[config.mk]
export PLATFORM = sky130hd
export DESIGN_NAME = propose_corner_point_controller
export DESIGN_NICKNAME = d
export VERILOG_FILES = /design/src/rtl/propose_corner_point_controller.sv
export SDC_FILE = /design/constraint.sdc
export NUM_CORES = 1
export LEC_CHECK = 0
export CORE_UTILIZATION = 24
export DETAILED_ROUTE_END_ITERATION = 8
export GPL_ROUTABILITY_DRIVEN = 0
export PLACE_DENSITY = 0.51
export SYNTH_ARGS = -nofsm -noshare
export SYNTH_HDL_FRONTEND = slang
export SYNTH_SLANG_ARGS = --single-unit
[constraint.sdc]
create_clock -name in_clk -period 2.1 [get_ports in_clk]
set_clock_uncertainty 0.05 [all_clocks]
set_input_delay 0.42 -clock in_clk [delete_from_list [all_inputs] [get_ports in_clk]]
set_output_delay 0.42 -clock in_clk [all_outputs]
set_load 0.02 [all_outputs]
[src/rtl/propose_corner_point_controller.sv]
// -----------------------------------------------------------------------------
// propose_corner_point_controller
//
// Sequencer for the corner-point proposal datapath. A start request optionally
// streams clause words from an external clause memory into the clause
// registers, then fires a single reduce/compare pass for the selected variable.
// After the fixed datapath latency it captures the proposed assignment and
// pulses done.
//
// Ports
//   in_clk / in_reset                 clock, asynchronous active-high reset
//   in_start, in_reload               start request (IDLE only), reload clauses
//   in_number_of_clauses              clauses in use (saturates to NC)
//   in_active_clause_mask             per-clause participation mask
//   in_variable_index                 variable to move
//   out_clause_read_request/_address  clause memory read strobe and address
//   in_clause_read_valid/_data        clause memory response
//   out_clause_coefficients/_index/_write  clause register write port
//   out_enable, out_reduce_enable     datapath enable, per-clause reduce enable
//   out_variable_to_be_unchanged_index  held variable index
//   in_new_assignment                 datapath result (signed)
//   out_new_assignment                captured result (signed)
//   out_no_active_clause              effective mask was empty for the pass
//   out_busy, out_done                status, one-cycle completion pulse
//
// Every output is driven straight from a flop.
// -----------------------------------------------------------------------------
module propose_corner_point_controller #(
    parameter int MAXIMUM_BIT_WIDTH_OF_COEFFICIENT    = 4,
    parameter int MAXIMUM_BIT_WIDTH_OF_VARIABLE_INDEX = 1,
    parameter int MAX_BIT_WIDTH_OF_CLAUSES_INDEX      = 2,
    parameter int RESULT_LATENCY                      = 2
) (
    input  logic                                                     in_clk,
    input  logic                                                     in_reset,
    input  logic                                                     in_start,
    input  logic                                                     in_reload,
    input  logic [MAX_BIT_WIDTH_OF_CLAUSES_INDEX:0]                  in_number_of_clauses,
    input  logic [(2**MAX_BIT_WIDTH_OF_CLAUSES_INDEX)-1:0]           in_active_clause_mask,
    input  logic [MAXIMUM_BIT_WIDTH_OF_VARIABLE_INDEX-1:0]           in_variable_index,
    output logic                                                     out_clause_read_request,
    output logic [MAX_BIT_WIDTH_OF_CLAUSES_INDEX-1:0]                out_clause_read_address,
    input  logic                                                     in_clause_read_valid,
    input  logic [((2**MAXIMUM_BIT_WIDTH_OF_VARIABLE_INDEX)+1)*MAXIMUM_BIT_WIDTH_OF_COEFFICIENT-1:0] in_clause_read_data,
    output logic [((2**MAXIMUM_BIT_WIDTH_OF_VARIABLE_INDEX)+1)*MAXIMUM_BIT_WIDTH_OF_COEFFICIENT-1:0] out_clause_coefficients,
    output logic [MAX_BIT_WIDTH_OF_CLAUSES_INDEX-1:0]                out_clause_index,
    output logic                                                     out_clause_write,
    output logic                                                     out_enable,
    output logic [(2**MAX_BIT_WIDTH_OF_CLAUSES_INDEX)-1:0]           out_reduce_enable,
    output logic [MAXIMUM_BIT_WIDTH_OF_VARIABLE_INDEX-1:0]           out_variable_to_be_unchanged_index,
    input  logic signed [MAXIMUM_BIT_WIDTH_OF_COEFFICIENT-1:0]       in_new_assignment,
    output logic signed [MAXIMUM_BIT_WIDTH_OF_COEFFICIENT-1:0]       out_new_assignment,
    output logic                                                     out_no_active_clause,
    output logic                                                     out_busy,
    output logic                                                     out_done
);

    localparam int CW     = MAXIMUM_BIT_WIDTH_OF_COEFFICIENT;
    localparam int VW     = MAXIMUM_BIT_WIDTH_OF_VARIABLE_INDEX;
    localparam int KW     = MAX_BIT_WIDTH_OF_CLAUSES_INDEX;
    localparam int NC     = 2**KW;
    localparam int WORD_W = ((2**VW) + 1) * CW;
    localparam int LAT_W  = $clog2(RESULT_LATENCY + 1);

    localparam logic [KW:0] NC_N = NC[KW:0];

    typedef enum logic [2:0] {
        S_IDLE,
        S_LOAD_REQ,
        S_LOAD_WAIT,
        S_REDUCE,
        S_WAIT_RESULT,
        S_DONE
    } state_t;

    state_t                   state_q, state_d;
    logic [KW:0]              num_q, num_d;
    logic [NC-1:0]            mask_q, mask_d;
    logic [KW-1:0]            clause_q, clause_d;
    logic [LAT_W-1:0]         lat_q, lat_d;
    logic [VW-1:0]            var_q, var_d;
    logic                     read_req_q, read_req_d;
    logic [WORD_W-1:0]        coef_q, coef_d;
    logic [KW-1:0]            cidx_q, cidx_d;
    logic                     write_q, write_d;
    logic                     enable_q, enable_d;
    logic [NC-1:0]            reduce_en_q, reduce_en_d;
    logic signed [CW-1:0]     assign_q, assign_d;
    logic                     no_active_q, no_active_d;
    logic                     busy_q, busy_d;
    logic                     done_q, done_d;

    logic [KW:0]              num_sat;
    logic [NC-1:0]            eff_mask;
    logic                     last_clause;

    // Clause count clipped to the number of slots, and the start-time mask
    // restricted to slots below that count.
    always_comb begin
        num_sat = (in_number_of_clauses > NC_N) ? NC_N : in_number_of_clauses;
        for (int k = 0; k < NC; k++) begin
            eff_mask[k] = in_active_clause_mask[k] & (k < int'(num_sat));
        end
    end

    assign last_clause = ({1'b0, clause_q} == (num_q - 1'b1));

    // Outputs are computed for the state being entered so that each strobe is
    // registered and visible during exactly that state's cycle.
    always_comb begin
        state_d     = state_q;
        num_d       = num_q;
        mask_d      = mask_q;
        clause_d    = clause_q;
        lat_d       = lat_q;
        var_d       = var_q;
        coef_d      = coef_q;
        cidx_d      = cidx_q;
        assign_d    = assign_q;
        no_active_d = no_active_q;
        read_req_d  = 1'b0;
        write_d     = 1'b0;
        enable_d    = 1'b0;
        reduce_en_d = '0;
        done_d      = 1'b0;

        case (state_q)
            S_IDLE: begin
                if (in_start) begin
                    num_d    = num_sat;
                    mask_d   = eff_mask;
                    var_d    = in_variable_index;
                    clause_d = '0;
                    if (in_reload && (num_sat != '0)) begin
                        state_d    = S_LOAD_REQ;
                        read_req_d = 1'b1;
                    end else begin
                        state_d     = S_REDUCE;
                        enable_d    = 1'b1;
                        reduce_en_d = eff_mask;
                    end
                end
            end

            S_LOAD_REQ: begin
                state_d = S_LOAD_WAIT;
            end

            S_LOAD_WAIT: begin
                // The memory may take arbitrarily long; hold here until it answers.
                if (in_clause_read_valid) begin
                    write_d = 1'b1;
                    cidx_d  = clause_q;
                    coef_d  = in_clause_read_data;
                    if (last_clause) begin
                        state_d     = S_REDUCE;
                        enable_d    = 1'b1;
                        reduce_en_d = mask_q;
                    end else begin
                        clause_d   = clause_q + 1'b1;
                        read_req_d = 1'b1;
                        state_d    = S_LOAD_REQ;
                    end
                end
            end

            S_REDUCE: begin
                lat_d   = LAT_W'(RESULT_LATENCY);
                state_d = S_WAIT_RESULT;
            end

            S_WAIT_RESULT: begin
                // Counter runs RESULT_LATENCY..1 over the wait cycles, so the
                // sample at count 1 lands RESULT_LATENCY cycles after REDUCE.
                lat_d = lat_q - 1'b1;
                if (lat_q == LAT_W'(1)) begin
                    assign_d    = in_new_assignment;
                    no_active_d = (mask_q == '0);
                    done_d      = 1'b1;
                    state_d     = S_DONE;
                end
            end

            S_DONE: begin
                state_d = S_IDLE;
            end

            default: begin
                state_d = S_IDLE;
            end
        endcase

        busy_d = (state_d != S_IDLE);
    end

    always_ff @(posedge in_clk or posedge in_reset) begin
        if (in_reset) begin
            state_q     <= S_IDLE;
            num_q       <= '0;
            mask_q      <= '0;
            clause_q    <= '0;
            lat_q       <= '0;
            var_q       <= '0;
            read_req_q  <= 1'b0;
            coef_q      <= '0;
            cidx_q      <= '0;
            write_q     <= 1'b0;
            enable_q    <= 1'b0;
            reduce_en_q <= '0;
            assign_q    <= '0;
            no_active_q <= 1'b0;
            busy_q      <= 1'b0;
            done_q      <= 1'b0;
        end else begin
            state_q     <= state_d;
            num_q       <= num_d;
            mask_q      <= mask_d;
            clause_q    <= clause_d;
            lat_q       <= lat_d;
            var_q       <= var_d;
            read_req_q  <= read_req_d;
            coef_q      <= coef_d;
            cidx_q      <= cidx_d;
            write_q     <= write_d;
            enable_q    <= enable_d;
            reduce_en_q <= reduce_en_d;
            assign_q    <= assign_d;
            no_active_q <= no_active_d;
            busy_q      <= busy_d;
            done_q      <= done_d;
        end
    end

    assign out_clause_read_request            = read_req_q;
    assign out_clause_read_address            = clause_q;
    assign out_clause_coefficients            = coef_q;
    assign out_clause_index                   = cidx_q;
    assign out_clause_write                   = write_q;
    assign out_enable                         = enable_q;
    assign out_reduce_enable                  = reduce_en_q;
    assign out_variable_to_be_unchanged_index = var_q;
    assign out_new_assignment                 = assign_q;
    assign out_no_active_clause               = no_active_q;
    assign out_busy                           = busy_q;
    assign out_done                           = done_q;

endmodule

# --- Word-level counts from Yosys, hierarchy flattened ---
# Cells that the tools add are included.
op_classes:
  n_eq_ne: 9
  magnitude_cmp: 5
  bitwise: 4
  mux: 31
  n_reduce_logical: 11
  n_addsub: 3
ops:
  columns: ["op", "n"]
  rows:
  - ["4-bit 2-to-1 mux", 4]
  - ["3-bit case mux with 5 select lines", 1]
  - ["1-bit 2-to-1 mux", 12]
  - ["3-bit 2-to-1 mux", 4]
  - ["2-bit 2-to-1 mux", 5]
  - ["2-bit case mux with 2 select lines", 2]
  - ["4-bit case mux with 2 select lines", 1]
  - ["3-bit by 2-bit equality test with 1-bit output, second input constant", 2]
  - ["1-bit by 3-bit less-than comparator with 1-bit output, first input constant", 2]
  - ["2-bit by 3-bit less-than comparator with 1-bit output, first input constant", 2]
  - ["2-bit inequality test, second input constant", 3]
  - ["2-bit AND reduction", 3]
  - ["3-bit nonzero test", 2]
  - ["1-bit bitwise AND", 4]
  - ["4-bit logical NOT", 1]
  - ["1-bit case mux with 2 select lines", 2]
  - ["4-bit AND reduction", 1]
  - ["2-bit nonzero test", 2]
  - ["2-bit by 3-bit equality test with 1-bit output", 1]
  - ["3-bit by 1-bit equality test with 1-bit output, second input constant", 1]
  - ["3-bit equality test, second input constant", 1]
  - ["3-bit greater-than comparator, second input constant", 1]
  - ["3-bit logical NOT", 1]
  - ["3-bit by 1-bit subtractor with 3-bit output, second input constant", 1]
  - ["other kinds (4)", 4]
word_totals:
  elab_cells: 79
  reg_bits: 43
  input_bits: 29
  output_inout_bits: 31

# --- Longest topological paths before layout ---
# Gate-level depths: netlist of run 1.
logic_depth:
  word_depth: 8
  ltp_mapped: 6
  depth_no_buf: 6

# --- Worst setup path after synthesis of run 1 ---
# Ideal clock, no wire load.
synth_path:
  kind: "register to register"
  start: "register num_q[0]"
  end: "register clause_q[0] (netlist: out_clause_read_address[0])"
  n_path_buf: 0
  arrival_ps: 1623
  setup_time_ps: 126
  setup_slack_ps: 301
  t_required_ps: 1924
  stages_incl_launch_ff: 7
  synth_period_minus_slack_ps: 1799
  cell_sequence: "dfrtp_1 inv_1 ha_1 xnor2_1 nor4_2 o21bai_1 a221o_1"
synth_between:
  elab_chain_cells: 4
synth_lines:
  columns: ["item", "line", "source"]
  rows:
  - ["from (decl)", "77", "logic [KW:0] num_q, num_d;"]
  - ["from (signal assigned)", "216", "num_q <= num_d;"]
  - ["3-bit by 1-bit subtractor with 3-bit output", "106", "assign last_clause = ({1'b0, clause_q} == (num_q - 1'b1));"]
  - ["2-bit by 3-bit equality test with 1-bit output", "106", null]
  - ["2-bit inequality test (no line)", null, null]
  - ["4-bit AND reduction (no line)", null, null]
  - ["to (signal assigned)", "218", "clause_q <= clause_d;"]
  - ["to (decl)", "79", "logic [KW-1:0] clause_q, clause_d;"]
# No other way between the ends.
# A chain may end at the register's enable or synchronous reset.

# --- Final worst setup path of run 1 ---
# Same ends and word-level chain as after synthesis.

==> impl_metrics.tcl, run 1 <==
set metrics [dict create \
    outcome "finished, final reports clean" \
    grt_use_total_pct 11.2 \
    dieWidth_um 89.5 \
    drt-total-wl_um 4020 \
    fin_ws_ns 0.210 \
    ys_types 36 \
    fmax_ghz 0.529 \
    clkSinkCount 43 \
    antenna_cells 0 \
    reg2reg_to "out_clause_read_address[0]$_DFFE_PP0P_" \
    cts.clk_slew.worst_paths_ns 0.08 \
    synthCells 145 \
    worstMarginPinSlew_ns 0.438 \
    grt_overflow_total 0 \
    ir_drop_mv 0.353 \
    htreeDepth 2 \
    synth.avg_cell_area_sq_um 12.7 \
    finalSetupTns_ns 0 \
    coreArea_sq_um 7330 \
    max_stage_delay_ns 0.37 \
    slew_viol_final 0 \
    synth_area_sq_um 1840 \
    final_cell_area_sq_um 2680 \
    power_density_nw_per_um2 1290 \
    fin_crit_ns 1.89 \
    vias_per_cell 4.19 \
    dieArea_sq_um 8020 \
    startpoint_type "flop" \
    multi_input_comb_area_sq_um 702 \
    drive_above_1_share_pct 15.5 \
    start_util_pct 25.1 \
    drtIter0Drc 33 \
    hold_viol_final 0 \
    cp_top_family "compound AO/OA/AOI/OAI gates" \
    final_util_pct 36.5 \
    first_pass_iters 4 \
    grt_pass1_wl_um 6570 \
    grt_pass1_vias 1310 \
    timing.rr.start "num_q[0]$_DFFE_PP0P_" \
    cp_slowest_cell "dfrtp_1" \
    setup_viol 0 \
    post-cts-setup-buffer-count 0 \
    arrival_ns 2.02 \
    clock_latency_ns 0.29 \
    hpwlAfterDp_um 2890 \
    max_cap_violations 0 \
    synth.top_cell.area_share_pct 58.5 \
    synth_flop_cell "dfrtp_1" \
    row_count 31 \
    hold_path_class "input pin to async pin" \
    hold_buffers 0 \
    grt.met1_usage_pct 14.6 \
    ff2ff_path_depth 6 \
    synth-seq-area-share_pct 58.5 \
    critical_path.max_fanout 3 \
    via_count 1306 \
    place_area_sq_um 2600 \
    synth_area_leader_cell "dfrtp_1" \
    rsz0062_at_grt "false" \
    ff_latch_area_sq_um 1080 \
    yosys_warnings 0 \
    required_ns 2.23 \
    area_delta_synth_final_pct 45.6 \
    grt_busiest_layer "met2" \
    path_class "flop to flop" \
    p_total_mw 3.45 \
    end_kind "flop" \
    ioPinCount 60 \
    regToRegSetupSlack_ns 0.21 \
    portBuffers 59 \
    clock_path_buffers 2 \
    synth-async-reset-ratio_pct 100 \
    ys_seq_elements 43 \
    fillers 726 \
    worstPathCellList "inv_1 -> ha_1 -> xnor2_1 -> nor4_2 -> o21bai_1 -> a221o_1" \
    cp_num_buf_inv 1 \
    wl_per_cell_um 12.9 \
    fin_crit_sh_pct 90.0 \
    dp_slack_ns 0.0548 \
    syn_nets 176 \
    cts_buffers 5 \
    relSlewSlack_pct 70.6 \
    synthTopCellsByArea "dfrtp_1, mux2_2, nand2_1" \
    cts_resized 0 \
    fin_nets 243 \
    cts_root_buffer "clkbuf_8" \
    grt_max_degree 27 \
    grt_util_met3_pct 3.51 \
    drc 0 \
    cts_tree "built" \
    synth_edf_count 0 \
    grt_antenna_before_repair 0 \
    p_leak_nw 1.18 \
    postRouteAntennaNets 0 \
    die_y_um 89.5 \
    synth_commonest_cells "dfrtp_1, mux2_2, nand2_1, o21ai_0, nor2_1" \
    grtUsageMet2_pct 17.4 \
    yosysMostFrequentCell "dfrtp_1" \
]
## worst max path at each step
stage | slack [ns] | to | cells past startpoint | startpoint
floorplan | 0.30 | out_clause_read_address[0]$_DFFE_PP0P_ | 6 | num_q[0]$_DFFE_PP0P_
global placement | 0.09 | out_clause_read_address[0]$_DFFE_PP0P_ | 5 | in_start
detailed placement | 0.05 | out_clause_read_address[0]$_DFFE_PP0P_ | 5 | in_start
CTS | 0.18 | out_clause_read_address[0] | 1 | out_clause_read_address[0]$_DFFE_PP0P_
global route | 0.07 | out_clause_read_address[1]$_DFFE_PP0P_ | 7 | num_q[0]$_DFFE_PP0P_
finish | 0.21 | out_clause_read_address[0]$_DFFE_PP0P_ | 6 | num_q[0]$_DFFE_PP0P_
## placed cells by master, fill, tap and decap left out, types with 4 or more instances in the layout
cell type / instances
o21ai_0: 8
mux2_1: 4
nor2_1: 7
mux2_2: 15
clkbuf_8: 5
nand2_1: 14
buf_4: 6
dfrtp_1: 43
clkdlybuf4s50_1: 59
inv_1: 4
## stage by stage
stage          cells  hold slack (ns)
2_1_floorplan    145            0.415
3_3_place_gp     304            0.416
3_5_place_dp     304            0.424
4_1_cts          312            0.391
5_1_grt          312            0.418
6_report         312            0.387
## power by group
part / internal, mW / total, mW / switching (mW)
logic: 0.821 / 1.58 / 0.755
registers: 1.14 / 1.36 / 0.219
clock network: 0.234 / 0.514 / 0.280
total: 2.19 / 3.45 / 1.25
## routing by layer
layer / routed length, um / vias up / part of all wire, %
met5: 0 / - / 0
met4: 44 / 0 / 1.1
met1: 1950 / 625 / 49
met2: 1860 / 30 / 46
met3: 163 / 5 / 4.1
li1: - / 646 / -
## sequential cells by signal, summed over array words and instances (netlist names), 3 cells and up
signal                   flops
state_q                      3
out_reduce_enable            4
out_new_assignment           4
out_clause_coefficients     12
num_q                        3
mask_q                       4
## kinds of logic (layout without fill, tap and decap cells)
logic type	Yosys count	after routing	share of synthesized area [%]
flip-flops	43	43	58.5
AND/OR/NAND/NOR	39	39	13.5
AO/OA/AOI/OAI	26	26	9.66
multiplexers	20	20	12.2
buffers and inverters	12	80	3.33
XOR/XNOR	3	3	1.43
adder cells (fa/ha/maj)	2	2	1.36
## cell type report
type,count,share of cell area [%]
Timing Repair Buffer,67,25.2
Clock inverter,1,0.187
Sequential cell,43,40.2
Clock buffer,7,2.85
Multi-Input combinational cell,90,26.2
Tap cell,99,4.63
Inverter,5,0.701
Power figures use the tool's default switching activity.
==> run 2, diff against run 1 <==
- SKIP_CTS_REPAIR_TIMING: not set -> 1
- SLEW_MARGIN: not set -> 40
- TNS_END_PERCENT: not set -> 5
==> results of run 2 <==
No change in the layout: final DEF, timing and power equal those of run 1.
==> run 3, diff against run 2 <==
- TNS_END_PERCENT: 5 -> not set
==> results of run 3 <==
No change in the layout: final DEF, timing and power equal those of run 1.
